$ cat src/rtl/cdc_xfer_arbiter.sv
// cdc_xfer_arbiter
//   clk1-domain sender for a toggle-handshake crossing into clk2. Two level
//   requesters share one channel under round-robin arbitration. The granted
//   word is held in xfer_data and announced by flipping xfer_tgl. Completion
//   is the clk2 ack toggle, synchronized into clk1. The receiver is a
//   separate block.
//
// Optional feature macro: CDC_XFER_TIMEOUT_EN
//   defined   : WAIT_ACK cycle counter; timeout_err is a sticky flag that is
//               set after TIMEOUT_CYC cycles without an ack (the transfer
//               still waits).
//   undefined : no counter; timeout_err tied low.
//
// Ports
//   clk1, rst1          sender clock, asynchronous active-high reset
//   req0/req1           level requests, held until the matching done pulse
//   data0/data1         request words, stable while requesting
//   done0/done1         1-cycle completion pulses (never both high)
//   xfer_data           registered word to clk2, constant during handshake
//   xfer_tgl            registered toggle to clk2, flips once per transfer
//   ack_tgl             asynchronous ack toggle from clk2
//   busy                high while the FSM is not IDLE
//   timeout_err         sticky ack-timeout flag
module cdc_xfer_arbiter #(
  parameter int unsigned DATA_W      = 8,
  parameter int unsigned SYNC_STAGES = 2,
  parameter int unsigned TIMEOUT_CYC = 64
) (
  input  logic              clk1,
  input  logic              rst1,
  input  logic              req0,
  input  logic [DATA_W-1:0] data0,
  input  logic              req1,
  input  logic [DATA_W-1:0] data1,
  output logic              done0,
  output logic              done1,
  output logic [DATA_W-1:0] xfer_data,
  output logic              xfer_tgl,
  input  logic              ack_tgl,
  output logic              busy,
  output logic              timeout_err
);

  if (SYNC_STAGES < 2 || TIMEOUT_CYC < 1) begin : g_bad_param
    $error("cdc_xfer_arbiter: SYNC_STAGES must be >= 2 and TIMEOUT_CYC >= 1");
  end

  typedef enum logic [1:0] {
    IDLE     = 2'd0,
    CAPTURE  = 2'd1,
    LAUNCH   = 2'd2,
    WAIT_ACK = 2'd3
  } state_t;

  state_t                   state_q, state_d;
  logic [SYNC_STAGES-1:0]   ack_sync_q;
  logic                     ack_s;
  logic                     chan_idle;
  logic                     gnt_q, gnt_d;
  logic                     rr_last_q, rr_last_d;
  logic [DATA_W-1:0]        xfer_data_q, xfer_data_d;
  logic                     xfer_tgl_q, xfer_tgl_d;
  logic                     done0_q, done0_d;
  logic                     done1_q, done1_d;

  assign ack_s     = ack_sync_q[SYNC_STAGES-1];
  assign chan_idle = (ack_s == xfer_tgl_q);

  always_comb begin
    state_d     = state_q;
    gnt_d       = gnt_q;
    rr_last_d   = rr_last_q;
    xfer_data_d = xfer_data_q;
    xfer_tgl_d  = xfer_tgl_q;
    done0_d     = 1'b0;
    done1_d     = 1'b0;
    unique case (state_q)
      IDLE: begin
        // No arbitration in the done-pulse cycle: the finishing requester
        // still holds its level request and must not be re-granted on it.
        if ((req0 || req1) && chan_idle && !(done0_q || done1_q)) begin
          gnt_d   = (req0 && req1) ? ~rr_last_q : req1;
          state_d = CAPTURE;
        end
      end
      CAPTURE: begin
        xfer_data_d = gnt_q ? data1 : data0;
        state_d     = LAUNCH;
      end
      LAUNCH: begin
        xfer_tgl_d = ~xfer_tgl_q;
        state_d    = WAIT_ACK;
      end
      WAIT_ACK: begin
        if (chan_idle) begin
          done0_d   = ~gnt_q;
          done1_d   = gnt_q;
          rr_last_d = gnt_q;
          state_d   = IDLE;
        end
      end
      default: state_d = IDLE;
    endcase
  end

  always_ff @(posedge clk1 or posedge rst1) begin
    if (rst1) begin
      state_q     <= IDLE;
      ack_sync_q  <= '0;
      gnt_q       <= 1'b0;
      rr_last_q   <= 1'b1;
      xfer_data_q <= '0;
      xfer_tgl_q  <= 1'b0;
      done0_q     <= 1'b0;
      done1_q     <= 1'b0;
    end else begin
      state_q     <= state_d;
      ack_sync_q  <= {ack_sync_q[SYNC_STAGES-2:0], ack_tgl};
      gnt_q       <= gnt_d;
      rr_last_q   <= rr_last_d;
      xfer_data_q <= xfer_data_d;
      xfer_tgl_q  <= xfer_tgl_d;
      done0_q     <= done0_d;
      done1_q     <= done1_d;
    end
  end

`ifdef CDC_XFER_TIMEOUT_EN
  localparam int unsigned TW = $clog2(TIMEOUT_CYC + 1);

  logic [TW-1:0] tmo_cnt_q, tmo_cnt_d;
  logic          tmo_err_q, tmo_err_d;

  // Counter is cleared while launching so it starts at zero on WAIT_ACK entry.
  always_comb begin
    tmo_cnt_d = tmo_cnt_q;
    tmo_err_d = tmo_err_q;
    if (state_q == LAUNCH) begin
      tmo_cnt_d = '0;
    end else if (state_q == WAIT_ACK) begin
      if (tmo_cnt_q == TW'(TIMEOUT_CYC - 1)) begin
        tmo_err_d = 1'b1;
      end else begin
        tmo_cnt_d = tmo_cnt_q + 1'b1;
      end
    end
  end

  always_ff @(posedge clk1 or posedge rst1) begin
    if (rst1) begin
      tmo_cnt_q <= '0;
      tmo_err_q <= 1'b0;
    end else begin
      tmo_cnt_q <= tmo_cnt_d;
      tmo_err_q <= tmo_err_d;
    end
  end

  assign timeout_err = tmo_err_q;
`else
  assign timeout_err = 1'b0;
`endif

  assign done0     = done0_q;
  assign done1     = done1_q;
  assign xfer_data = xfer_data_q;
  assign xfer_tgl  = xfer_tgl_q;
  assign busy      = (state_q != IDLE);

endmodule

$ cat config.mk
export PLATFORM = sky130hd
export DESIGN_NAME = cdc_xfer_arbiter
export DESIGN_NICKNAME = d
export VERILOG_FILES = /design/src/rtl/cdc_xfer_arbiter.sv
export SDC_FILE = /design/constraint.sdc
export NUM_CORES = 1
export LEC_CHECK = 0
export ABC_AREA = 1
export CORE_ASPECT_RATIO = 0.8
export CORE_MARGIN = 1.5
export CORE_UTILIZATION = 44
export DETAILED_ROUTE_END_ITERATION = 8
export PLACE_DENSITY = 0.8
export SYNTH_ARGS = -nofsm -noshare
export SYNTH_HDL_FRONTEND = slang
export SYNTH_SLANG_ARGS = --single-unit
$ cat constraint.sdc
create_clock -name clk1 -period 3.5 [get_ports clk1]
set_input_delay 0.7 -clock clk1 [delete_from_list [all_inputs] [get_ports clk1]]
set_output_delay 0.7 -clock clk1 [all_outputs]
set_load 0.03 [all_outputs]
=== Word-level counts from Yosys, hierarchy flattened ===
Cells that the tools add are included.

* Flip-flop bits (word level): 17
* Input port bits: 21
* Output and inout port bits: 13
* Logic and storage cells: 37

* Equal/unequal tests: 6
* Multiplexer cells: 9
* Bitwise operators: 3
* Reductions and logical operators: 11

{| class="wikitable"
|+ Operators by type and width
! operator !! number
|-
| 2-to-1 mux 8 bit || 1
|-
| case mux 2 bit (4 select lines) || 1
|-
| AND reduction 2 bit || 3
|-
| 2-to-1 mux 1 bit || 5
|-
| == test 2 bit (second input constant) || 2
|-
| 2-to-1 mux 2 bit || 2
|-
| inequality test 2 bit (second input constant) || 2
|-
| logical AND 1 bit || 3
|-
| NOT 1 bit || 3
|-
| == test 2 x 1 -> 1 bit (second input constant) || 1
|-
| logical NOT 2 bit || 1
|-
| logical OR 1 bit || 2
|-
| nonzero test 2 bit || 1
|-
| == test 1 bit || 1
|-
| logical NOT 1 bit || 1
|}

=== Depth between registers and ports, before layout ===
* Depth after elaboration: 5
* Gate-level depth with buffers: 7
* Gate-level depth less buffers: 7

=== Least setup slack after synthesis ===
Ideal clock, no wire load.

* Path kind: flip-flop to output port
* From: register state_q[0]
* To: output port busy
* Arrival time: 0.869 ns
* Required time: 2.800 ns
* Setup slack: 1.931 ns
* Stages on the path, launching flop included: 4
* Buffers on the path: 0
* Cells stage by stage: dfrtp_1 > inv_1 > ha_1 > inv_1

* Cells in the longest elaborated chain, start to end: 1

{| class="wikitable"
|+ Ends and longest elaborated chain
! what !! RTL line !! source
|-
| start: declaration || 55 || <nowiki>state_t state_q, state_d;</nowiki>
|-
| start signal: assignment || 117 || <nowiki>state_q <= state_d;</nowiki>
|-
| nonzero test 2 bit || 168 || <nowiki>assign busy = (state_q != IDLE);</nowiki>
|-
| end: declaration || 40 || <nowiki>output logic busy,</nowiki>
|}

Every way passes these cells.

=== Final worst setup path ===
* From: register state_q[1]
* To: output port busy

Same word-level chain as after synthesis.

==> flow_metrics.py <==
metrics = {
    "timing": {
        "tightestPinTransition_ps": 628.4,
        "finalSetupTns_ps": 0,
        "timing_max_transition_violations_final": 0,
        "final-setup-viol-count": 0,
        "clock_skew_ps": 2.229,
        "relSlewSlack_pct": 58.06,
        "hold_ws_ps": 355.2,
        "hold_fails_final_rpt": 0,
        "fmaxAchievable_mhz": 410.0,
        "layout_worst_path_cycle_share_pct": 69.68,
        "grt_setup_unrepaired": "no",
        "final.min_clock_period_ps": 2439,
    },
    "setup_path": {
        "cpMostUsedCell": "inv_1",
        "critPathMaxFanout": 4,
        "critical-path-top-delay-family": "buffers and inverters",
        "critical_path.cell_chain": "inv_1 > ha_1 > inv_1 > clkdlybuf4s50_1",
        "path_buf_inv": 3,
        "crit_path_start_kind": "flip-flop",
        "setup.worst_path.end_class": "output pin",
        "crit-reg2reg-launch": "state_q[1]",
        "cp-startpoint": "state_q[1]",
        "required_time_of_the_critical_path_ps": 2800,
        "worstSetupPathType": "reg2out",
        "crit_path_top_delay_cell": "clkdlybuf4s50_1",
        "critPathArrivalTime_ps": 1740,
        "crit_path_max_incr_delay_ps": 660,
    },
    "cells_and_area": {
        "layout-area-overhead-vs-synth_pct": 41.27,
        "layout.cells.non_filler": 150,
        "layout-drive-gt1-share_pct": 7.813,
        "num_antenna_cells": 0,
        "num-nets-final": 155,
        "fin_util_pct": 69.38,
    },
    "global_route": {
        "grt_resource_usage_total_pct": 17.98,
        "grt_pass1_vias": 653,
        "grt_first_pass_wirelength_um": 2898,
        "grt_remaining_overflow": 0,
        "largest_net_degree_at_the_start_of_global_routing": 18,
        "antenna_found_initial": 0,
    },
    "power": {
        "ir_worst_vdd_uv": 507.9,
        "p_total_mw": 1.022,
        "power-per-cell-area_nw_per_um2": 871.0,
        "sw_frac_of_total_pct": 45.26,
        "static-leakage-power_nw": 0.5494,
        "p_int_mw": 0.5596,
        "power.clock.fraction_pct": 10.1,
        "pwr-share-comb_pct": 55.9,
        "register_share_of_total_power_pct": 34.0,
        "power.net_switching_mw": 0.4626,
    },
    "floorplan": {
        "core_region_area_um2": 1692,
        "start_util_pct": 49.11,
        "floorplan.die.width_um": 51.58,
        "die_height_um": 41.87,
        "number_of_core_rows": 13,
        "die_area_um2": 2159,
        "io_pins": 34,
    },
    "cts": {
        "cts.reportedPaths.clkPinSlew_ps": 90,
        "clock_sinks": 17,
        "cts_hold_repair.buffers": 0,
        "cts_tree": "yes",
        "tritoncts.num_buffers": 3,
        "cts.htree.levels": 1,
        "ctsLongestPathBuffers": 2,
        "insertion_delay_ps": 280,
        "clk_root_buffer_cell": "clkbuf_4",
        "cts_resized": 0,
        "post_cts_buffers": 0,
    },
    "detailed_routing": {
        "post-route-drc-count": 0,
        "routed_wl_um": 1688,
        "wl_per_instance_um": 11.25,
        "detailroute.via_count": 706,
        "drt-vias-per-instance": 4.707,
        "detail-route-antenna-nets": 0,
        "drtIter0Drc": 14,
        "number_of_search_and_repair_iterations_in_the_first_detailed_routing_pass": 4,
    },
    "yosys": {
        "netlist.top_cell.by_area": "dfrtp_1",
        "synth.cell_area_um2": 830.8,
        "synth_enable_flop_cells": 0,
        "synth_common_cells": "nand2_1 (27), dfrtp_1 (16), nor2_1 (12), a31oi_1 (8), inv_1 (8)",
        "synth_top_cell_area_share_pct": 48.19,
        "synth.yosys.warnings": 0,
        "ys.flop_type": "dfrtp_1",
        "synth.most_common_cell": "nand2_1",
        "synth.avg_cell_area_um2": 8.654,
        "ys_async_sr_fraction_pct": 100.0,
        "synthDistinctLibCells": 17,
        "syn_nets": 122,
        "postSynthCellCount": 96,
        "synth-seq-cells": 17,
        "synth_sequential_area_ratio_pct": 51.36,
        "synth.area.top_cells": "dfrtp_1 (48%), nand2_1 (12%), ha_1 (7.5%)",
    },
    "min_path": {
        "worst_hold_path_type": "reg2reg",
        "min_from": "ack_sync_q[0]",
    },
    "placement": {
        "place_congestion": 0.7799,
        "io_buffers": 32,
        "place.detailed.instances": 146,
        "place_hpwl_um": 1337,
    },
    "outcome": {
        "status": "complete, no violations",
    },
    "job": {
        "drv.max_cap_violation_count": 0,
    },
}
## area by class of cell
class | instances | area [um^2]
Timing Repair Buffer | 32 | 320.3
Tap cell | 22 | 27.53
Sequential cell | 17 | 426.7
Multi-Input combinational cell | 66 | 339.1
Clock buffer | 4 | 26.28
Fill cell | 132 | 518.0
Inverter | 9 | 33.78
## layer usage
metal / part of all wire (%) / global-route usage (%) / up-vias
li1: - / - / 361
met3: 4.4 / 7.554 / 0
met5: 0 / 0 / -
met4: 0 / 3.158 / 0
met1: 46 / 22.99 / 327
met2: 49 / 28.72 / 18
## registers in the layout, summed over array words and instances, names as in the netlist
signal,cells
done1,1
xfer_tgl,1
rr_last_q,1
xfer_data,8
gnt_q,1
state_q,2
ack_sync_q,2
done0,1
## placed cells by master (no fill, tap or decap), drive strengths merged
| cell | n |
|---|---|
| or2 | 1 |
| clkbuf | 4 |
| o21ai | 2 |
| dfstp | 1 |
| clkdlybuf4s50 | 32 |
| inv | 8 |
| nand2 | 32 |
| dfrtp | 16 |
| a31oi | 8 |
| clkinv | 1 |
| nand3 | 4 |
| xor2 | 1 |
| conb | 1 |
| nor2 | 12 |
| ha | 5 |
## cell families (layout without fill, tap and decap cells)
kind of cell | after synthesis | in the layout | synth area share [%]
AND/OR/NAND/NOR | 49 | 49 | 24.55
flip-flops | 17 | 17 | 51.36
buffers and inverters | 13 | 45 | 7.830
AO/OA/AOI/OAI | 10 | 10 | 7.229
adder cells (fa/ha/maj) | 5 | 5 | 7.530
other | 1 | 1 | 0.4514
XOR/XNOR | 1 | 1 | 1.054
## power by group through the flow
stage          combinational [mW]  sequential, mW  clock, mW
6_report                    0.571           0.348      0.103
4_1_cts                     0.575           0.348      0.107
3_5_place_dp                0.574           0.351          0
5_1_grt                     0.634           0.360      0.118
2_1_floorplan               0.289           0.443          0
3_3_place_gp                0.561           0.348          0
## final timing paths
path | end | slack, ps | cells after the start
worst max-delay path | busy | 1060 | 4
max in group asynchronous | xfer_data[5] | 2300 | 2
worst max register to register | xfer_data[7] | 2110 | 4
min in group asynchronous | state_q[1] | 800 | 2
worst min register to register | ack_sync_q[1] | 360 | 0
worst min-delay path | ack_sync_q[1] | 360 | 0
## stage by stage
step / worst slack [ps] / instance area [um^2]
6_report: 1061 / 1174
3_3_place_gp: 1400 / 1147
3_5_place_dp: 1371 / 1147
4_1_cts: 1044 / 1174
5_1_grt: 940.6 / 1174
2_1_floorplan: 1931 / 830.8
Power figures use the tool's default switching activity.
